## config.mk

```make
export PLATFORM = sky130hd
export DESIGN_NAME = cpu_rom_loader
export DESIGN_NICKNAME = d
export VERILOG_FILES = /design/src/rtl/cpu_rom_loader.sv
export SDC_FILE = /design/constraint.sdc
export NUM_CORES = 1
export LEC_CHECK = 0
export BUFFER_PORTS_ARGS = -buffer_cell sky130_fd_sc_hd__buf_4
export CORE_MARGIN = 5
export CORE_UTILIZATION = 50
export DETAILED_ROUTE_END_ITERATION = 10
export PLACE_DENSITY_LB_ADDON = 0.08
export RECOVER_POWER = 100
export SLEW_MARGIN = 20
export SYNTH_ARGS = -nofsm -noshare
export SYNTH_HDL_FRONTEND = slang
export SYNTH_SLANG_ARGS = --single-unit
```

## constraint.sdc

```tcl
create_clock -name clk -period 2 [get_ports clk]
set_input_delay 0.2 -clock clk [delete_from_list [all_inputs] [get_ports clk]]
set_output_delay 0.2 -clock clk [all_outputs]
set_load 0.005 [all_outputs]
```

## src/rtl/cpu_rom_loader.sv

```systemverilog
// cpu_rom_loader: streams a Chip-8 game image into program memory starting at
// BASE_ADDR. The CPU is held in reset while the image loads. The image is then
// read back and checked against an 8-bit additive checksum. At the end the CPU
// is released and a status code is reported.
module cpu_rom_loader #(
    parameter logic [11:0] BASE_ADDR = 12'h200,
    parameter logic [11:0] END_ADDR  = 12'hFFF
) (
    input  logic        clk,
    input  logic        rst_n,
    input  logic        start,
    input  logic        abort,
    input  logic        s_valid,
    input  logic [7:0]  s_data,
    input  logic        s_last,
    output logic        s_ready,
    output logic        mem_en,
    output logic        mem_write,
    output logic [11:0] mem_addr,
    output logic [7:0]  mem_wdata,
    input  logic [7:0]  mem_rdata,
    output logic        cpu_hold,
    output logic        busy,
    output logic        done,
    output logic [1:0]  status,
    output logic [11:0] load_len
);

    typedef enum logic [2:0] {
        S_IDLE   = 3'd0,
        S_LOAD   = 3'd1,
        S_VERIFY = 3'd2,
        S_VDRAIN = 3'd3,
        S_DONE   = 3'd4
    } state_t;

    localparam logic [1:0] ST_OK    = 2'd0;
    localparam logic [1:0] ST_OVF   = 2'd1;
    localparam logic [1:0] ST_CSUM  = 2'd2;
    localparam logic [1:0] ST_ABORT = 2'd3;

    state_t      state, state_nxt;
    logic [11:0] ptr, ptr_nxt;
    logic [11:0] count, count_nxt;
    logic [7:0]  sum_w, sum_w_nxt;
    logic [7:0]  sum_r, sum_r_nxt;
    logic        rd_vld_p0;
    logic        mem_en_nxt, mem_write_nxt;
    logic [11:0] mem_addr_nxt;
    logic [7:0]  mem_wdata_nxt;
    logic        cpu_hold_nxt, done_nxt;
    logic [1:0]  status_nxt;
    logic [11:0] load_len_nxt;

    logic hs;
    logic load_exit;
    logic rd_last;
    logic rd_busy;

    assign s_ready   = (state == S_LOAD);
    assign busy      = (state == S_LOAD) || (state == S_VERIFY) || (state == S_VDRAIN);
    assign hs        = s_valid && s_ready;
    // The image ends on s_last or when the byte for the last writable address is taken.
    assign load_exit = hs && (s_last || (ptr == END_ADDR));
    assign rd_last   = (count == (load_len - 12'd1));
    // A read is still in flight while it is on the port or its data is returning.
    assign rd_busy   = (mem_en && !mem_write) || rd_vld_p0;

    // State register
    always_ff @(posedge clk or negedge rst_n) begin
        if (!rst_n) begin
            state <= S_IDLE;
        end else begin
            state <= state_nxt;
        end
    end

    // Next-state decode
    always_comb begin
        state_nxt = state;
        case (state)
            S_IDLE, S_DONE: begin
                if (start) begin
                    state_nxt = S_LOAD;
                end
            end
            S_LOAD: begin
                if (abort) begin
                    state_nxt = S_DONE;
                end else if (load_exit) begin
                    state_nxt = S_VERIFY;
                end
            end
            S_VERIFY: begin
                if (abort) begin
                    state_nxt = S_DONE;
                end else if (rd_last) begin
                    state_nxt = S_VDRAIN;
                end
            end
            S_VDRAIN: begin
                if (abort || !rd_busy) begin
                    state_nxt = S_DONE;
                end
            end
            default: state_nxt = S_IDLE;
        endcase
    end

    // Next values of the memory port, pointers, checksums and status outputs
    always_comb begin
        ptr_nxt       = ptr;
        count_nxt     = count;
        sum_w_nxt     = sum_w;
        sum_r_nxt     = rd_vld_p0 ? (sum_r + mem_rdata) : sum_r;
        mem_en_nxt    = 1'b0;
        mem_write_nxt = 1'b0;
        mem_addr_nxt  = mem_addr;
        mem_wdata_nxt = mem_wdata;
        cpu_hold_nxt  = cpu_hold;
        done_nxt      = done;
        status_nxt    = status;
        load_len_nxt  = load_len;
        case (state)
            S_IDLE, S_DONE: begin
                if (start) begin
                    ptr_nxt      = BASE_ADDR;
                    count_nxt    = '0;
                    sum_w_nxt    = '0;
                    sum_r_nxt    = '0;
                    done_nxt     = 1'b0;
                    status_nxt   = ST_OK;
                    cpu_hold_nxt = 1'b1;
                end
            end
            S_LOAD: begin
                if (hs) begin
                    // An accepted byte is written even if abort arrives in the same cycle.
                    mem_en_nxt    = 1'b1;
                    mem_write_nxt = 1'b1;
                    mem_addr_nxt  = ptr;
                    mem_wdata_nxt = s_data;
                    ptr_nxt       = ptr + 12'd1;
                    count_nxt     = count + 12'd1;
                    sum_w_nxt     = sum_w + s_data;
                    if (load_exit || abort) begin
                        load_len_nxt = count + 12'd1;
                    end
                    if (load_exit && !s_last) begin
                        status_nxt = ST_OVF;
                    end
                    if (load_exit) begin
                        ptr_nxt   = BASE_ADDR;
                        count_nxt = '0;
                    end
                end else if (abort) begin
                    load_len_nxt = count;
                end
            end
            S_VERIFY: begin
                if (!abort) begin
                    mem_en_nxt   = 1'b1;
                    mem_addr_nxt = ptr;
                    ptr_nxt      = ptr + 12'd1;
                    count_nxt    = count + 12'd1;
                end
            end
            S_VDRAIN: begin
                if (!rd_busy && (status == ST_OK) && (sum_r != sum_w)) begin
                    status_nxt = ST_CSUM;
                end
            end
            default: ;
        endcase
        if ((state_nxt == S_DONE) && (state != S_DONE)) begin
            cpu_hold_nxt = 1'b0;
            done_nxt     = 1'b1;
            if (abort) begin
                status_nxt = ST_ABORT;
            end
        end
    end

    // Registered outputs and datapath state
    always_ff @(posedge clk or negedge rst_n) begin
        if (!rst_n) begin
            ptr       <= '0;
            count     <= '0;
            sum_w     <= '0;
            sum_r     <= '0;
            rd_vld_p0 <= 1'b0;
            mem_en    <= 1'b0;
            mem_write <= 1'b0;
            mem_addr  <= '0;
            mem_wdata <= '0;
            cpu_hold  <= 1'b0;
            done      <= 1'b0;
            status    <= ST_OK;
            load_len  <= '0;
        end else begin
            ptr       <= ptr_nxt;
            count     <= count_nxt;
            sum_w     <= sum_w_nxt;
            sum_r     <= sum_r_nxt;
            rd_vld_p0 <= mem_en && !mem_write;
            mem_en    <= mem_en_nxt;
            mem_write <= mem_write_nxt;
            mem_addr  <= mem_addr_nxt;
            mem_wdata <= mem_wdata_nxt;
            cpu_hold  <= cpu_hold_nxt;
            done      <= done_nxt;
            status    <= status_nxt;
            load_len  <= load_len_nxt;
        end
    end

endmodule
```

== After elaboration in Yosys (flattened, before gate mapping) ==
Cells that the tools add are included.

* Register bits after elaboration: 82
* Output and inout bits: 40

* $add $sub $neg: 5
* Eq/ne operators: 13
* Mux-type cells: 46
* Reductions and logical operators: 31

{| class="wikitable"
|+ Operators by type and width
! kind !! number
|-
| $mux W12 || 13
|-
| $pmux W12 S3 || 2
|-
| $mux W8 || 5
|-
| $add A12 B1 Y12 const B || 2
|-
| $pmux W12 S2 || 1
|-
| $mux W3 || 6
|-
| $add A8 B8 Y8 || 2
|-
| $pmux W8 S2 || 1
|-
| $eq A12 B12 Y1 || 1
|-
| $eq A12 B12 Y1 const B || 1
|-
| $mux W2 || 6
|-
| $pmux W3 S4 || 1
|-
| $sub A12 B1 Y12 const B || 1
|-
| $reduce_bool A2 Y1 || 5
|-
| $mux W1 || 9
|-
| $reduce_and A3 Y1 || 3
|-
| $ne A8 B8 Y1 || 1
|-
| $logic_and A1 B1 Y1 || 7
|-
| $eq A3 B2 Y1 const B || 2
|-
| $eq A3 B3 Y1 const B || 2
|-
| $logic_or A1 B1 Y1 || 6
|-
| $pmux W2 S3 || 1
|-
| $ne A2 B1 Y1 const B || 2
|-
| $ne A2 B2 Y1 const B || 2
|-
| other kinds (10) || 13
|}

== Logic depth before layout (Yosys ltp) ==
Gate-level depths: netlist of the first run.

* Word-level depth: 11
* Mapped depth: 10
* Mapped depth without buffers: 8

== Worst setup path before layout of the first run ==
OpenSTA, ideal clock, no wires.

* Kind: register to register
* Start point: register sum_r[0]
* End point: register sum_r[6]
* Library setup time: 124 ps
* Data arrival time: 1912 ps
* Data required time: 1876 ps
* Setup slack: -36 ps
* Cell stages (with the launch flop): 9
* Buffers on the path: 0
* Period minus slack after synthesis: 2036 ps
* Cells stage by stage: dfrtp_1 ha_1 fa_1 a21o_1 a21oi_1 nor2b_1 o21ai_0 nor4b_1 a211o_1

* Word-level cells in the longest chain between the ends: 4

{| class="wikitable"
|+ RTL lines
! what !! RTL line !! RTL
|-
| start: declaration || 46 || <nowiki>logic [7:0] sum_r, sum_r_nxt;</nowiki>
|-
| start signal: assignment || 204 || <nowiki>sum_r <= sum_r_nxt;</nowiki>
|-
| $add A8 B8 Y8 * || 115 || <nowiki>sum_r_nxt = rd_vld_p0 ? (sum_r + mem_rdata) : sum_r;</nowiki>
|-
| $mux W8 * || 115 ||
|-
| $mux W8 || 126 || <nowiki>if (start) begin</nowiki>
|-
| $mux W8 * || 124 || <nowiki>case (state)</nowiki>
|-
| net sum_r_nxt[6] || 46 ||
|}

The timed path passes the listed nets; every way through them passes the cells marked *.
A chain may end at the register's enable or synchronous reset.

== Worst setup path in the final report of the first run ==
* Start point: register ptr[1]
* End point: register ptr[2]

* Word-level cells in the longest chain between the ends: 6
* Elaborated cells between the ends (all ways): 8
* Classes of those cells: 1 x add/sub; 1 x eq/ne; 4 x mux; 2 x reduce/logical

{| class="wikitable"
|+ RTL lines
! what !! RTL line !! RTL
|-
| start: declaration || 43 || <nowiki>logic [11:0] ptr, ptr_nxt;</nowiki>
|-
| start signal: assignment || 201 || <nowiki>ptr <= ptr_nxt;</nowiki>
|-
| branches (longest 5 deep; another with $add A12 B1 Y12) || - ||
|-
| $pmux W12 S3 * || 124 ||
|}

Mark *: on every way between the ends. The select of a mux whose other input is x is not followed.

==> run summary, run 1 <==
===============================================================================================
Result of the run ................................................................ complete, no violations
Total clock buffers created by CTS ...............................................            9
Launching instance or port of the critical path ..................................       ptr[1]
Core ar. .........................................................................   9200 sq um
Average cell area after synthesis ................................................   9.31 sq um
Layout Area Growth over Synthesis ................................................        27.0%
Top-area cell type share of the netlist area .....................................        43.6%
Worst path depth .................................................................            9
Master cell of the clock root buffer .............................................     clkbuf_8
Number of clock sinks ............................................................           82
ANT nets after route .............................................................            0
Violation count after the first detailed-route iteration .........................          247
Via count normalized by instance count ...........................................         5.48
Worst slew pin tran ..............................................................     0.849 ns
Number of levels the H-tree was split into .......................................            3
Endpoints failing setup ..........................................................            0
Met1 global-route usage ..........................................................        30.4%
Pin count of the biggest net entering global routing .............................           51
Setup CP Type .................................................................... flip-flop to flip-flop
Aggregate global routing overflow ................................................            0
Clock Skew .......................................................................    0.0107 ns
Sort of element at the start of the critical path ................................    flip-flop
Clock Tree Buf Depth .............................................................            2
Total power draw .................................................................      7.60 mW
Count of warnings emitted by yosys ...............................................            0
Total Die Area ...................................................................  11400 sq um
Highest-utilization routing layer at the global route stage ......................         met2
RSZ-0062 raised after global routing .............................................         true
Sum of buffers and inverters on the critical path ................................            2
Leading register cell type out of synthesis ......................................      dfrtp_1
Clk Latency, worst-skew pair .....................................................      0.35 ns
Syn Std Cell Area ................................................................   4700 sq um
Dominant cells by area after synthesis ........................................... dfrtp_1 (44%), xnor2_1 (7.4%), nand2_1 (6.4%)
Crit path max-delay cell type ....................................................      dfrtp_1
Maximum achievable frequency .....................................................      506 MHz
Maximum vdd ir drop ..............................................................       614 uV
WL final ......................................................................... 11400 microns
Maximum fanout encountered on the critical timing path ...........................            5
Drt pass-1 iters .................................................................            5
Post-DP HPWL ..................................................................... 8210 microns
Avg WL per Cell .................................................................. 15.7 microns
Top-level port count .............................................................           62
GR met2 Demand/Resource ..........................................................        31.0%
Proportion of synthesized flip-flops having asynchronous set or reset ............         100%
Total GRT Usage ..................................................................        20.6%
Clock input transition at the sequential cells of the worst setup and hold paths .      0.08 ns
Die Span Y .......................................................................  107 microns
Number of enable-type register cells in the synthesized netlist ..................            0
Initial cell density of the core .................................................        51.1%
Leakage ..........................................................................      2.71 nW
Cells along the critical path .................................................... ha_2 > nand2_2 > nor4_4 > buf_4 > o21ai_4 > or2_1 > a21oi_2 > buf_6 > nor2_2
Layout Nets ......................................................................          649
Via count of the first global-routing pass .......................................         3959
Port Buffer Count ................................................................           61
CP arrival .......................................................................      2.21 ns
Site Rows ........................................................................           35
Worst Reg-to-Reg Cells ...........................................................            9
Post-synthesis instance total ....................................................          505
Cell area power density .......................................................... 1270 nW/um^2
Post-route minimum period ........................................................      1.98 ns
WP data required .................................................................      2.24 ns
Count of maximum capacitance violations ..........................................            0
Total nets after synthesis .......................................................          546
Ant diodes .......................................................................            0
Hold path startpoint .............................................................    s_data[0]
Least setup slack across all paths after layout ..................................    0.0219 ns
Number of cells traversed by the worst hold path .................................            3
Kind of cell with the highest combined delay on the critical path ................ simple AND/OR/NAND/NOR gates
Final Cycle Share ................................................................        98.9%
Die Wd ...........................................................................  107 microns
Biggest cell delay along the critical path .......................................      0.35 ns
DRC violation count after routing ................................................            0
Cell type with the largest total area after synthesis ............................      dfrtp_1
Relative max-transition margin ...................................................        43.4%
Final-report hold violation count ................................................            0
Unique cell type count in the Yosys netlist ......................................           54
Critical Path Sink Type ..........................................................    flip-flop
Share of post-route cells with drive strength above 1 ............................        29.7%
Count of pins over their slew limit ..............................................            0
Reg2Reg Launch Point .............................................................       ptr[1]
Class of the tightest hold or removal check ...................................... input port to flip-flop
CTS tree .........................................................................        built
GR met3 Demand/Resource ..........................................................        3.07%
GPL Wtd Cong .....................................................................        0.878
Vias .............................................................................         3959
Portion of the post-synthesis area used by sequential elements ...................        43.6%
Number of antenna violations at the first check in global routing ................            0
Wire length of the first global-routing pass ..................................... 19000 microns
Minimum setup slack after placement ..............................................   -0.0143 ns
Number of synthesized register bits ..............................................           82
===============================================================================================
-- cell type report --
| class | instances | area [sq um] |
|---|---|---|
| fillers | 771 | 3220 |
| inverters | 10 | 42.5 |
| well taps | 111 | 139 |
| flip-flops and latches | 82 | 2050 |
| clock inverters | 3 | 65.1 |
| multi-input cells | 389 | 2630 |
| clock buffers | 12 | 135 |
| repair buffers | 116 | 911 |
-- cells in the final DEF, fill, tap and decap left out, types with 3 or more instances in the layout --
cell / count
a21o_1: 3
a21oi_1: 17
a21oi_2: 9
a31oi_1: 5
and3_1: 6
buf_4: 75
clkbuf_1: 7
clkbuf_4: 30
clkbuf_8: 9
dfrtp_1: 82
ha_1: 14
ha_2: 3
inv_1: 9
mux2_2: 12
mux2i_1: 8
nand2_1: 79
nand3_1: 17
nand3b_1: 4
nand4_1: 9
nor2_1: 42
nor2_2: 10
nor2_4: 5
nor2b_1: 6
nor3_1: 11
o211ai_1: 3
o21ai_0: 26
o21ai_1: 5
o31ai_2: 6
xnor2_1: 40
xor2_1: 16
-- metal layers --
layer / vias up / part of all wire, % / wire, microns
li1: 1937 / - / -
met1: 1908 / 48 / 5500
met2: 100 / 45 / 5100
met3: 14 / 5.2 / 596
met4: 0 / 1.6 / 187
met5: - / 0 / 0
-- through the flow --
step / cell area (sq um) / setup TNS, ns / util, % / hold slack [ns] / std cells
floorplan: 4700 / 0 / - / -0.0956 / 505
global placement: 5550 / 0 / 60.3 / 0.181 / 699
detailed placement: 5550 / -0.0143 / 60.3 / 0.183 / 699
CTS: 5760 / 0 / 62.7 / 0.0430 / 715
global route: 5970 / -4.77 / 65.0 / 0.0533 / 723
finish: 5970 / 0 / 65.0 / 0.0558 / 723
-- final timing paths --
kind / to / slack (ns)
setup / recovery: ptr[2] / 0.02
hold / removal: mem_wdata[0] / 0.06
setup reg to reg: ptr[2] / 0.02
hold reg to reg: rd_vld_p0 / 0.45
max in group asynchronous: ptr[0] / 0.26
min in group asynchronous: mem_wdata[4] / 0.48
-- where the power goes --
group          internal [mW]  switching [mW]  leakage, nW
registers               2.10           0.429         1.07
logic                   1.88            1.91         1.53
clock network          0.697           0.585        0.100
-- worst register-to-register path, cell delays in order, from the launching register on --
cell and delay (ns):
dfrtp_1 0.35, ha_2 0.20, nand2_2 0.07, nor4_4 0.33
buf_4 0.19, o21ai_4 0.05, or2_1 0.23, a21oi_2 0.21
buf_6 0.19, nor2_2 0.05
-- cells in the mapped netlist, types with 2 or more instances --
cell type / instances
dfrtp_1: 82
nand2_1: 80
nor2_1: 56
xnor2_1: 40
o21ai_0: 27
a21oi_1: 25
ha_1: 17
nand3_1: 17
xor2_1: 16
mux2_2: 12
nor3_1: 11
buf_2: 9
clkbuf_1: 9
inv_1: 9
nand4_1: 9
mux2i_1: 8
and3_1: 6
nor2b_1: 6
o31ai_2: 6
a31oi_1: 5
o21ai_1: 5
nand3b_1: 4
a21o_1: 3
o211ai_1: 3
a21oi_2: 2
a22o_1: 2
a31o_2: 2
buf_6: 2
clkbuf_2: 2
fa_1: 2
nand2b_1: 2
nor4_2: 2
o41ai_1: 2
or2_1: 2
-- flip-flops by register name, indices dropped and copies added (netlist names) --
signal / count
count: 12
cpu_hold: 1
done: 1
load_len: 12
mem_addr: 12
mem_en: 1
mem_wdata: 8
mem_write: 1
ptr: 12
rd_vld_p0: 1
state: 3
status: 2
sum_r: 8
sum_w: 8
-- logic make-up after synthesis --
family / count (synthesis) / share of synthesized area (%)
adder cells (fa/ha/maj): 19 / 5.37
flip-flops: 82 / 43.6
AO/OA/AOI/OAI: 89 / 12.2
AND/OR/NAND/NOR: 205 / 20.2
buffers and inverters: 34 / 3.51
XOR/XNOR: 56 / 10.4
multiplexers: 20 / 4.58
-- repair_timing --
item,4_1_cts,5_1_grt
pin swaps,0,16
hold endpoints to repair,32,0
cloned,0,3
resized for setup,2,39
hold buffers,1,0
setup buffers,0,5
setup endpoints to repair,1,31
(Power assumes the default switching activity.)
==> run 2: changes to the inputs <==
--- a/config.mk
+++ b/config.mk
@@ -5,7 +5,7 @@
 export SDC_FILE = /design/constraint.sdc
 export NUM_CORES = 1
 export LEC_CHECK = 0
-export BUFFER_PORTS_ARGS = -buffer_cell sky130_fd_sc_hd__buf_4
+export BUFFER_PORTS_ARGS = -buffer_cell sky130_fd_sc_hd__buf_2
 export CORE_MARGIN = 5
 export CORE_UTILIZATION = 50
 export DETAILED_ROUTE_END_ITERATION = 10
==> run summary, run 2 (synthesized netlist as in run 1, its figures left out) <==
===============================================================================================
Setup CP Type .................................................................... flip-flop to flip-flop
Total GRT Usage ..................................................................        20.9%
Clock Tree Buf Depth .............................................................            2
Class of the tightest hold or removal check ...................................... input port to flip-flop
Sum of buffers and inverters on the critical path ................................            1
Layout Area Growth over Synthesis ................................................        21.6%
Gate power share .................................................................        46.2%
Post-Route Setup TNS .............................................................         0 ns
ANT nets after route .............................................................            0
Count of maximum capacitance violations ..........................................            0
Share of post-route cells with drive strength above 1 ............................        24.3%
GPL Wtd Cong .....................................................................        0.876
Multi-input gate area in the final layout ........................................   2580 sq um
Minimum setup slack after placement ..............................................   0.00236 ns
Number of clock sinks ............................................................           82
Port Buffer Count ................................................................           61
Sw frac ..........................................................................        38.4%
Cell area power density .......................................................... 1290 nW/um^2
Layout Nets ......................................................................          645
Site Rows ........................................................................           35
Result of the run ................................................................ complete, no violations
Post-DP HPWL ..................................................................... 8480 microns
Cells along the critical path .................................................... ha_4 > nand2_4 > nor4_4 > o32a_1 > buf_4 > o21ai_1 > nor2b_2 > a31oi_1
WL final ......................................................................... 11200 microns
Relative max-transition margin ...................................................        43.8%
Endpoints failing setup ..........................................................            0
Worst Hold Slack .................................................................    0.0523 ns
Drt pass-1 iters .................................................................            4
Clock Skew .......................................................................   0.00486 ns
Fraction of the core area covered by cells at the end of the flow ................        62.2%
Commonest cells after routing, fill and taps aside ............................... dfrtp_1 (81), nand2_1 (78), nor2_1 (55), buf_2 (44), xnor2_1 (40)
Total clock buffers created by CTS ...............................................            9
Pin count of the biggest net entering global routing .............................           34
Violation count after the first detailed-route iteration .........................          175
Number of antenna violations at the first check in global routing ................            0
Critical Path Sink Type ..........................................................    flip-flop
Post-route minimum period ........................................................      1.91 ns
WP data required .................................................................      2.28 ns
Commonest non-fill, non-tap cell in the layout ...................................      dfrtp_1
Clock input transition at the sequential cells of the worst setup and hold paths .      0.08 ns
Least setup slack across all paths after layout ..................................    0.0918 ns
Cell internal pwr ................................................................      4.56 mW
DRC violation count after routing ................................................            0
Final Cycle Share ................................................................        95.4%
Leakage ..........................................................................      2.62 nW
Core ar. .........................................................................   9200 sq um
Clk Latency, worst-skew pair .....................................................      0.36 ns
Total Die Area ...................................................................  11400 sq um
Non-Filler Cell Area, Final ......................................................   5720 sq um
Share of power burned in the clock network .......................................        19.7%
Crit path max-delay cell type ....................................................      dfrtp_1
Flop pwr share ...................................................................        34.1%
Vias .............................................................................         3950
Final-report hold violation count ................................................            0
Worst slew pin tran ..............................................................     0.844 ns
Die Wd ...........................................................................  107 microns
Die Span Y .......................................................................  107 microns
Sort of element at the start of the critical path ................................    flip-flop
Number of levels the H-tree was split into .......................................            3
CTS tree .........................................................................        built
CP arrival .......................................................................      2.18 ns
Wire length of the first global-routing pass ..................................... 19300 microns
Kind of cell with the highest combined delay on the critical path ................ simple AND/OR/NAND/NOR gates
Placed Instance Area .............................................................   5390 sq um
Avg WL per Cell .................................................................. 15.5 microns
Biggest cell delay along the critical path .......................................      0.40 ns
Initial cell density of the core .................................................        51.1%
Maximum vdd ir drop ..............................................................       560 uV
Via count normalized by instance count ...........................................         5.49
Maximum achievable frequency .....................................................      524 MHz
Number of fill cells .............................................................          827
Via count of the first global-routing pass .......................................         3868
Switch Pwr .......................................................................      2.84 mW
Master cell of the clock root buffer .............................................     clkbuf_8
RSZ-0062 raised after global routing .............................................         true
Count of pins over their slew limit ..............................................            0
Ant diodes .......................................................................            0
Maximum fanout encountered on the critical timing path ...........................            5
Aggregate global routing overflow ................................................            0
Combined flip-flop and latch cell area ...........................................   2050 sq um
Top-level port count .............................................................           62
===============================================================================================
-- run 2: cell types whose count changed in the layout (fill, tap and decap cells not counted), sizes merged --
cell,previous run,this run
clkbuf,49,38
buf,78,83
bufinv,2,3
clkinvlp,0,1
-- run 2: repair_timing --
action	CTS	global route
hold buffers	1	0
setup endpoints to repair	2	38
hold endpoints to repair	31	0
pin swaps	1	13
resized for setup	1	23
buffers inserted	1	6
cloned	0	0
-- run 2: path summary, 6_finish.rpt --
path / from / end / slack (ns) / cells past startpoint
max: ptr[1] / ptr[9] / 0.09 / 8
min: s_data[0] / mem_wdata[0] / 0.05 / 3
max reg2reg: ptr[1] / ptr[9] / 0.09 / 8
min reg2reg: mem_write / rd_vld_p0 / 0.45 / 1
max in group asynchronous: rst_n / ptr[10] / 0.48 / 3
min in group asynchronous: rst_n / mem_wdata[4] / 0.48 / 2
-- run 2: area by class of cell --
| type | count | share of cell area (%) |
|---|---|---|
| clock buffer | 10 | 2.41 |
| inverter | 10 | 0.744 |
| multi-input combinational | 389 | 45.1 |
| tap | 111 | 2.43 |
| sequential | 82 | 35.9 |
| timing repair buffer | 112 | 11.7 |
| clock inverter | 5 | 1.79 |
-- run 2: worst register-to-register path, stage by stage (launching register included) --
cell and delay (ns):
dfrtp_1 0.40, ha_4 0.20, nand2_4 0.06, nor4_4 0.35, o32a_1 0.31, buf_4 0.15
o21ai_1 0.06, nor2b_2 0.15, a31oi_1 0.14
-- run 2: metal layers --
| metal | GRT usage, % | vias up | routed length [microns] |
|---|---|---|---|
| met5 | 0 | - | 0 |
| met4 | 7.03 | 0 | 200 |
| met3 | 2.77 | 15 | 412 |
| met2 | 30.0 | 88 | 4860 |
| met1 | 32.4 | 1917 | 5700 |
| li1 | - | 1930 | - |
-- run 2: stage by stage --
stage | total power [mW] | std cells
floorplan | 4.63 | 505
global placement | 5.77 | 696
detailed placement | 5.84 | 696
CTS | 7.34 | 713
global route | 8.00 | 719
finish | 7.40 | 719
-- run 2: power by group through the flow --
stage / sequential, mW / combinational, mW / clock (mW)
after detailed placement: 2.53 / 3.31 / 0
final: 2.52 / 3.42 / 1.46
after global routing: 2.59 / 3.83 / 1.57
after global placement: 2.52 / 3.25 / 0
after CTS: 2.49 / 3.36 / 1.49
after floorplan: 2.52 / 2.11 / 0
